**config.mk**
```make
export PLATFORM = sky130hd
export DESIGN_NAME = pick_sync
export DESIGN_NICKNAME = d
export VERILOG_FILES = /design/src/rtl/pick_sync.sv
export SDC_FILE = /design/constraint.sdc
export NUM_CORES = 1
export LEC_CHECK = 0
export BUFFER_PORTS_ARGS = -buffer_cell sky130_fd_sc_hd__buf_2
export CAP_MARGIN = 20
export CORE_ASPECT_RATIO = 1.5
export CORE_MARGIN = 10
export CORE_UTILIZATION = 54
export DETAILED_ROUTE_END_ITERATION = 6
export GPL_TIMING_DRIVEN = 0
export HOLD_SLACK_MARGIN = 0.08
export PLACE_DENSITY_LB_ADDON = 0.08
export SLEW_MARGIN = 0
export SYNTH_ARGS = -nofsm -noshare
export SYNTH_HDL_FRONTEND = slang
export SYNTH_SLANG_ARGS = --single-unit
export TNS_END_PERCENT = 30
```
**constraint.sdc**
```tcl
create_clock -name CLK -period 4.2 [get_ports CLK]
set_input_delay 0.84 -clock CLK [delete_from_list [all_inputs] [get_ports CLK]]
set_output_delay 0.84 -clock CLK [all_outputs]
set_load 0.005 [all_outputs]
```
**src/rtl/pick_sync.sv**
```systemverilog
// rtl/pick_sync.sv - sync-header hunter that qualifies the following payload words as pixels
module pick_sync #(
  parameter int                 DATA_W      = 16,
  parameter logic [DATA_W-1:0]  PRE_WORD    = 16'hFFFF,
  parameter int                 PRE_CNT     = 2,
  parameter logic [DATA_W-1:0]  MARK_WORD   = 16'hAAAA,
  parameter int                 PAYLOAD_LEN = 16,
  parameter int                 LCNT_W      = 8
) (
  input  logic                           CLK,
  input  logic                           nRST,
  input  logic                           EN,
  input  logic [DATA_W-1:0]              DIN,
  output logic                           PIXEL_VALID,
  output logic [DATA_W-1:0]              PIXEL_DATA,
  output logic                           PIXEL_FIRST,
  output logic                           PIXEL_LAST,
  output logic [$clog2(PAYLOAD_LEN)-1:0] PIXEL_INDEX,
  output logic [LCNT_W-1:0]              LINE_CNT,
  output logic                           SYNC_ERR
);

  localparam int IDX_W = $clog2(PAYLOAD_LEN);
  localparam int PC_W  = $clog2(PRE_CNT + 1);
  localparam logic [IDX_W-1:0] LAST_IDX = IDX_W'(PAYLOAD_LEN - 1);
  localparam logic [PC_W-1:0]  PRE_MIN  = PC_W'(PRE_CNT);

  typedef enum logic [1:0] {HUNT, PRE, PAYLOAD} state_t;

  state_t              state_q, state_d;
  logic [PC_W-1:0]     pre_cnt_q, pre_cnt_d;
  logic [IDX_W-1:0]    idx_q, idx_d;
  logic [IDX_W-1:0]    pix_idx_q, pix_idx_d;
  logic [LCNT_W-1:0]   line_cnt_q, line_cnt_d;
  logic [DATA_W-1:0]   data_q, data_d;
  logic                valid_q, valid_d;
  logic                first_q, first_d;
  logic                last_q, last_d;
  logic                err_q, err_d;

  // Next-state and registered-output logic; nothing advances on a disabled word.
  always_comb begin
    state_d    = state_q;
    pre_cnt_d  = pre_cnt_q;
    idx_d      = idx_q;
    pix_idx_d  = pix_idx_q;
    line_cnt_d = line_cnt_q;
    data_d     = data_q;
    valid_d    = 1'b0;
    first_d    = 1'b0;
    last_d     = 1'b0;
    err_d      = 1'b0;
    if (EN) begin
      case (state_q)
        HUNT: begin
          if (DIN == PRE_WORD) begin
            state_d   = PRE;
            pre_cnt_d = PC_W'(1);
          end
        end
        PRE: begin
          if (DIN == PRE_WORD) begin
            // Long preambles are legal, so the count just saturates.
            if (pre_cnt_q < PRE_MIN) pre_cnt_d = pre_cnt_q + PC_W'(1);
          end else if (DIN == MARK_WORD) begin
            if (pre_cnt_q >= PRE_MIN) begin
              state_d = PAYLOAD;
              idx_d   = '0;
            end else begin
              state_d = HUNT;
              err_d   = 1'b1;
            end
          end else begin
            state_d = HUNT;
          end
        end
        PAYLOAD: begin
          // Sync words inside the payload are plain data; no resync here.
          valid_d   = 1'b1;
          data_d    = DIN;
          pix_idx_d = idx_q;
          first_d   = (idx_q == '0);
          if (idx_q == LAST_IDX) begin
            last_d     = 1'b1;
            line_cnt_d = line_cnt_q + LCNT_W'(1);
            idx_d      = '0;
            state_d    = HUNT;
          end else begin
            idx_d = idx_q + IDX_W'(1);
          end
        end
        default: state_d = HUNT;
      endcase
    end
  end

  // State and output registers; reset aborts any line in progress.
  always_ff @(posedge CLK or negedge nRST) begin
    if (!nRST) begin
      state_q    <= HUNT;
      pre_cnt_q  <= '0;
      idx_q      <= '0;
      pix_idx_q  <= '0;
      line_cnt_q <= '0;
      data_q     <= '0;
      valid_q    <= 1'b0;
      first_q    <= 1'b0;
      last_q     <= 1'b0;
      err_q      <= 1'b0;
    end else begin
      state_q    <= state_d;
      pre_cnt_q  <= pre_cnt_d;
      idx_q      <= idx_d;
      pix_idx_q  <= pix_idx_d;
      line_cnt_q <= line_cnt_d;
      data_q     <= data_d;
      valid_q    <= valid_d;
      first_q    <= first_d;
      last_q     <= last_d;
      err_q      <= err_d;
    end
  end

  assign PIXEL_VALID = valid_q;
  assign PIXEL_DATA  = data_q;
  assign PIXEL_FIRST = first_q;
  assign PIXEL_LAST  = last_q;
  assign PIXEL_INDEX = pix_idx_q;
  assign LINE_CNT    = line_cnt_q;
  assign SYNC_ERR    = err_q;

endmodule

```
### Yosys cells after proc, flatten, opt, wreduce, memory -nomap -nowiden

Cells that the tools add are included.

* reductions and logical operators: 9
* $add $sub $neg: 3
* magnitude comparators: 2
* mux-type cells: 26
* equal/unequal tests: 12

Operator list (count)
* 16-bit == test (second input constant): 2
* 4-bit 2-to-1 mux: 4
* 2-bit 2-to-1 mux: 7
* 2-bit inequality test (second input constant): 7
* 1-bit 2-to-1 mux: 12
* 5-bit AND reduction: 2
* 8-bit by 1-bit adder with 8-bit output (second input constant): 1
* 4-bit case mux with 2 select lines: 1
* 2-bit case mux with 3 select lines: 1
* 4-bit by 1-bit adder with 4-bit output (second input constant): 1
* 4-bit == test (second input constant): 1
* 4-bit zero test: 1
* 2-bit case mux with 2 select lines: 1
* 4-bit AND reduction: 1
* 2-bit nonzero test: 2
* 3-bit AND reduction: 1
* 2-bit by 1-bit adder with 2-bit output (second input constant): 1
* 2-bit by 1-bit == test with 1-bit output (second input constant): 1
* 2-bit == test (second input constant): 1
* 2-bit greater-or-equal comparator (second input constant): 1
* 2-bit zero test: 1
* 2-bit < comparator (second input constant): 1
* 2-bit AND reduction: 1

* register bits: 40
* logic and storage cells: 62
* output and inout port bits: 32
* input port bits: 19

### Depth between registers and ports, before layout

* depth after elaboration: 6
* gate-level depth with buffers: 7
* depth with buffers taken out: 7

### Worst setup path after synthesis

No wires, ideal clock.

* path type: input-to-reg
* from: input DIN[0]
* to: register idx_q[3]
* required time: 4.079 ns
* setup time: 0.121 ns
* arrival: 2.059 ns
* buffers on the path: 0
* path slack: 2.020 ns
* stages: 5
* cells stage by stage: or4_1 -> nor4_4 -> o221ai_2 -> o21ai_0 -> nand2_1

* word-level cells in the longest chain between the ends: 3
* elaborated cells between the ends (all ways): 5
* classes of those cells: eq/ne: 4; reduce/logical: 1

RTL lines
* start, declared: RTL line 13 `input logic [DATA_W-1:0] DIN,`
* 16-bit == test, on equally long branches: RTL line 65, 62
* 2-bit inequality test (no source line)
* 5-bit AND reduction (no source line) (*)
* end signal, assigned: RTL line 113 `idx_q <= idx_d;`
* end, declared: RTL line 32 `logic [IDX_W-1:0] idx_q, idx_d;`

Every way passes the cells marked *; elsewhere a longest branch is shown, timed or not.
A chain may end at the register's enable or synchronous reset.

### Worst setup path after layout

* from: input EN
* to: register line_cnt_q[7], in the netlist LINE_CNT[7]

* word-level cells in the longest chain between the ends: 1

RTL lines
* start, declared: RTL line 12 `input logic EN,`
* 3-bit AND reduction (no source line)
* end signal, assigned: RTL line 115 `line_cnt_q <= line_cnt_d;`
* end, declared: RTL line 34 `logic [LCNT_W-1:0] line_cnt_q, line_cnt_d;`

Every way passes these cells.

==> reports/results.txt <==
Post-synth design cell area: 1730 µm². The worst setup path is captured at a flop. For the quantity of gates resized following cts, the log shows 0. VDD sags by at most 0.230 mV. The number of max-cap violations is 0, and the count of final setup violators is 0. The classification of the worst setup path was in2reg. The number of antenna violations at the first check in global routing came out at 0. Average vias per placed instance: 5.43. Fraction of the yosys area taken by sequential cells: 0.579. For the pin with the worst max-slew slack, the measured transition is 0.843 ns. The leakage power summed over all cells is 1.18 nW, and the wire length of the first global-routing pass is 6020 µm.

Path class of the lowest-slack min-delay path: reg2reg. The number of instances in the placed design is 232. A synthesized cell averages 12.2 µm². The share of cells above drive strength 1 was 0.407; the clock insertion delay at the later pin of the skew report was 0.29 ns. The maximum operating frequency is 0.477 GHz. The tools report the CTS buffer count as 5. The maximum clock skew at final layout is 0.00750 ns. Yosys attributes the largest share of cell area to sky130_fd_sc_hd__dfrtp_1 58%, sky130_fd_sc_hd__mux2_2 12%, sky130_fd_sc_hd__ha_1 2.9%. The run gives 1298 as the total number of vias.

The largest stage delay on the critical path was 0.38 ns. The signal on the critical path passes through buf_2, nand3b_1, nor2_2, nand4_1, nor2_1, xor2_1. The tools report the starting utilization of the core area as 0.552. The number of antenna diodes in the final layout is 0.

In this run the core area contains 25 standard-cell rows. The tree built by TritonCTS fans out to 40 sinks. The logs give 3720 µm for the total wire length after detailed routing and 3130 µm² for the placeable core region.

The count of flip-flops with a built-in enable after synthesis is 0. The run gives 0.438 as the normalized max-slew margin. STA classifies the critical path startpoint as a primary input. The number of slew-limit violations in the final report was 0; the filler-free cell count of the finished design was 239. The run gives 4.40 ns as the required time of the worst setup path. The count of nets left with antenna violations once routing finished came out at 0.

First-pass iteration count of the detailed router: 2. The total count of hold-check failures in the final report is 0. The height of the die was 89.3 µm; the remaining global-route overflow was 0. The worst path in the final design needs a cycle of 2.10 ns, including I/O delays and setup. The final weighted congestion in routability-driven placement was 0.789.

The final period utilization is 0.499. After legalization and detailed placement, the total HPWL measured 2960 µm. The area of combinational cells with multiple inputs was 692 µm². Yosys warning count: 0. The detailed router finished its first iteration with 45 violations. The async set or reset register ratio after synthesis is 1.00. The run gives 1394 as the number of global-route vias before repair. Setup fix buffers added after clock tree synthesis: 0. The clock tree synthesis step divided the H-tree into 2 levels.

CTS placed an instance of sky130_fd_sc_hd__clkbuf_8 at the clock tree root. Synthesis handed over a netlist of 142 instances. The critical-path maximum fanout was 8; the number of hold buffers added after cts was 0. Layout overhead on the synthesized area: 21.9%. Buffers placed on the I/O ports in this run total 50.

In this run, synthesis produced a sequential element count of 40. Data on the critical path arrives at its endpoint at 2.30 ns. For the number of library cell types mapped by synthesis, the log shows 33. sky130_fd_sc_hd__dfrtp_1 takes more of the synthesized area than any other cell. Leading register cell type out of synthesis: sky130_fd_sc_hd__dfrtp_1. For this design the top-level I/O count stands at 51. The net count of the finished layout was 222. TritonCTS built the clock tree. The die outline area came out at 5910 µm². The most frequent cell after synthesis is sky130_fd_sc_hd__dfrtp_1. Counting along the longest clock path gives a buffer depth of 2.

The power density over cell area works out to 305 nW/µm². The register area was 1000 µm²; the overall fraction of global-route tracks in use was 0.132. The post-synthesis net count is 165. Setup repair after global routing left no endpoint under its margin.

In the synthesized netlist, the cells that appear most often are 40 x sky130_fd_sc_hd__dfrtp_1, 19 x sky130_fd_sc_hd__mux2_2, 12 x sky130_fd_sc_hd__nand2_1. The run gives 0 ns as the total negative setup slack. Dividing the detail-routed wire length by the instance count gives 15.6 µm. After clock tree synthesis, the clock-pin slew on the worst setup and hold paths is 0.07 ns. The overall die width was 66.2 µm; the filler cell count in the final layout was 259. The master of the slowest instance on the critical path is sky130_fd_sc_hd__nor2_2. The run finished with clean final reports. In the routed design, unresolved DRC markers number 0.

The share of the synthesized area in the top cell type is 0.579. Entering global routing, the biggest net connects 41 pins.
## critical path: cells and delay by family
family	cells	cell delay, ns
and+or+nand+nor	4	1.13
xor gates and xnor gates	1	0.18
buffers and inverters	1	0.14
## placed cells by master, fill, tap and decap left out, drive strengths merged, types with 4 or more instances in the layout
| cell type | count |
|---|---|
| ha | 4 |
| o21ai | 8 |
| nand2 | 12 |
| nand4 | 6 |
| buf | 51 |
| inv | 7 |
| nor3 | 4 |
| nor2 | 10 |
| dfrtp | 40 |
| mux2 | 19 |
| clkbuf | 7 |
| xnor2 | 4 |
## cell families (layout without fill, tap and decap cells)
logic type | count (synthesis) | in the layout | share of synthesized area
AO/OA/AOI/OAI | 14 | 14 | 0.0507
flip-flops | 40 | 40 | 0.579
buffers and inverters | 9 | 66 | 0.0203
XOR/XNOR | 7 | 7 | 0.0355
multiplexers | 19 | 19 | 0.124
AND/OR/NAND/NOR | 49 | 49 | 0.161
adder cells (fa/ha/maj) | 4 | 4 | 0.0290
## sequential cells by signal, indices dropped and copies added (netlist names)
signal / cells
SYNC_ERR: 1
PIXEL_INDEX: 4
PIXEL_FIRST: 1
idx_q: 4
PIXEL_LAST: 1
pre_cnt_q: 2
state_q: 2
LINE_CNT: 8
PIXEL_DATA: 16
PIXEL_VALID: 1
## power by group
| part | switching, W | internal, W | total [W] |
|---|---|---|---|
| registers | 0.0000000119 | 0.000385 | 0.000385 |
| logic | 0.0000148 | 0.00000749 | 0.0000223 |
| clock network | 0.000122 | 0.000113 | 0.000235 |
## stage by stage
stage	setup WS, ns	total power [W]	utilization	hold WS, ns	cell area (µm²)
floorplan	2.02	0.000396	-	0.465	1730
global placement	1.84	0.000414	0.648	0.452	2030
detailed placement	1.77	0.000415	0.648	0.475	2030
CTS	2.06	0.000648	0.673	0.492	2110
global route	1.93	0.000669	0.673	0.520	2110
finish	2.10	0.000642	0.673	0.486	2110
## cell type report
type,count,area share
flip-flops and latches,40,0.475
inverters,7,0.0125
repair buffers,50,0.119
multi-input cells,93,0.329
plain buffers,2,0.00416
clock inverters,1,0.00238
clock buffers,6,0.0345
well taps,40,0.0238
## per-layer routing
layer	up-vias	routed length, µm	share of wire	GRT usage
li1	614	-	-	-
met1	639	1350	0.36	0.122
met2	37	2010	0.54	0.240
met3	8	290	0.078	0.0615
met4	0	70	0.019	0.0574
met5	-	0	0	0
## path summary, 6_finish.rpt
kind	start	to	slack, ns	cells past startpoint
hold reg to reg	PIXEL_INDEX[0]	PIXEL_INDEX[0]	0.49	2
max in group asynchronous	nRST	PIXEL_DATA[14]	3.01	1
setup / recovery	EN	LINE_CNT[7]	2.10	6
min in group asynchronous	nRST	PIXEL_INDEX[0]	0.65	1
hold / removal	PIXEL_INDEX[0]	PIXEL_INDEX[0]	0.49	2
setup reg to reg	state_q[0]	LINE_CNT[7]	2.28	5
Power figures use the tool's default switching activity.
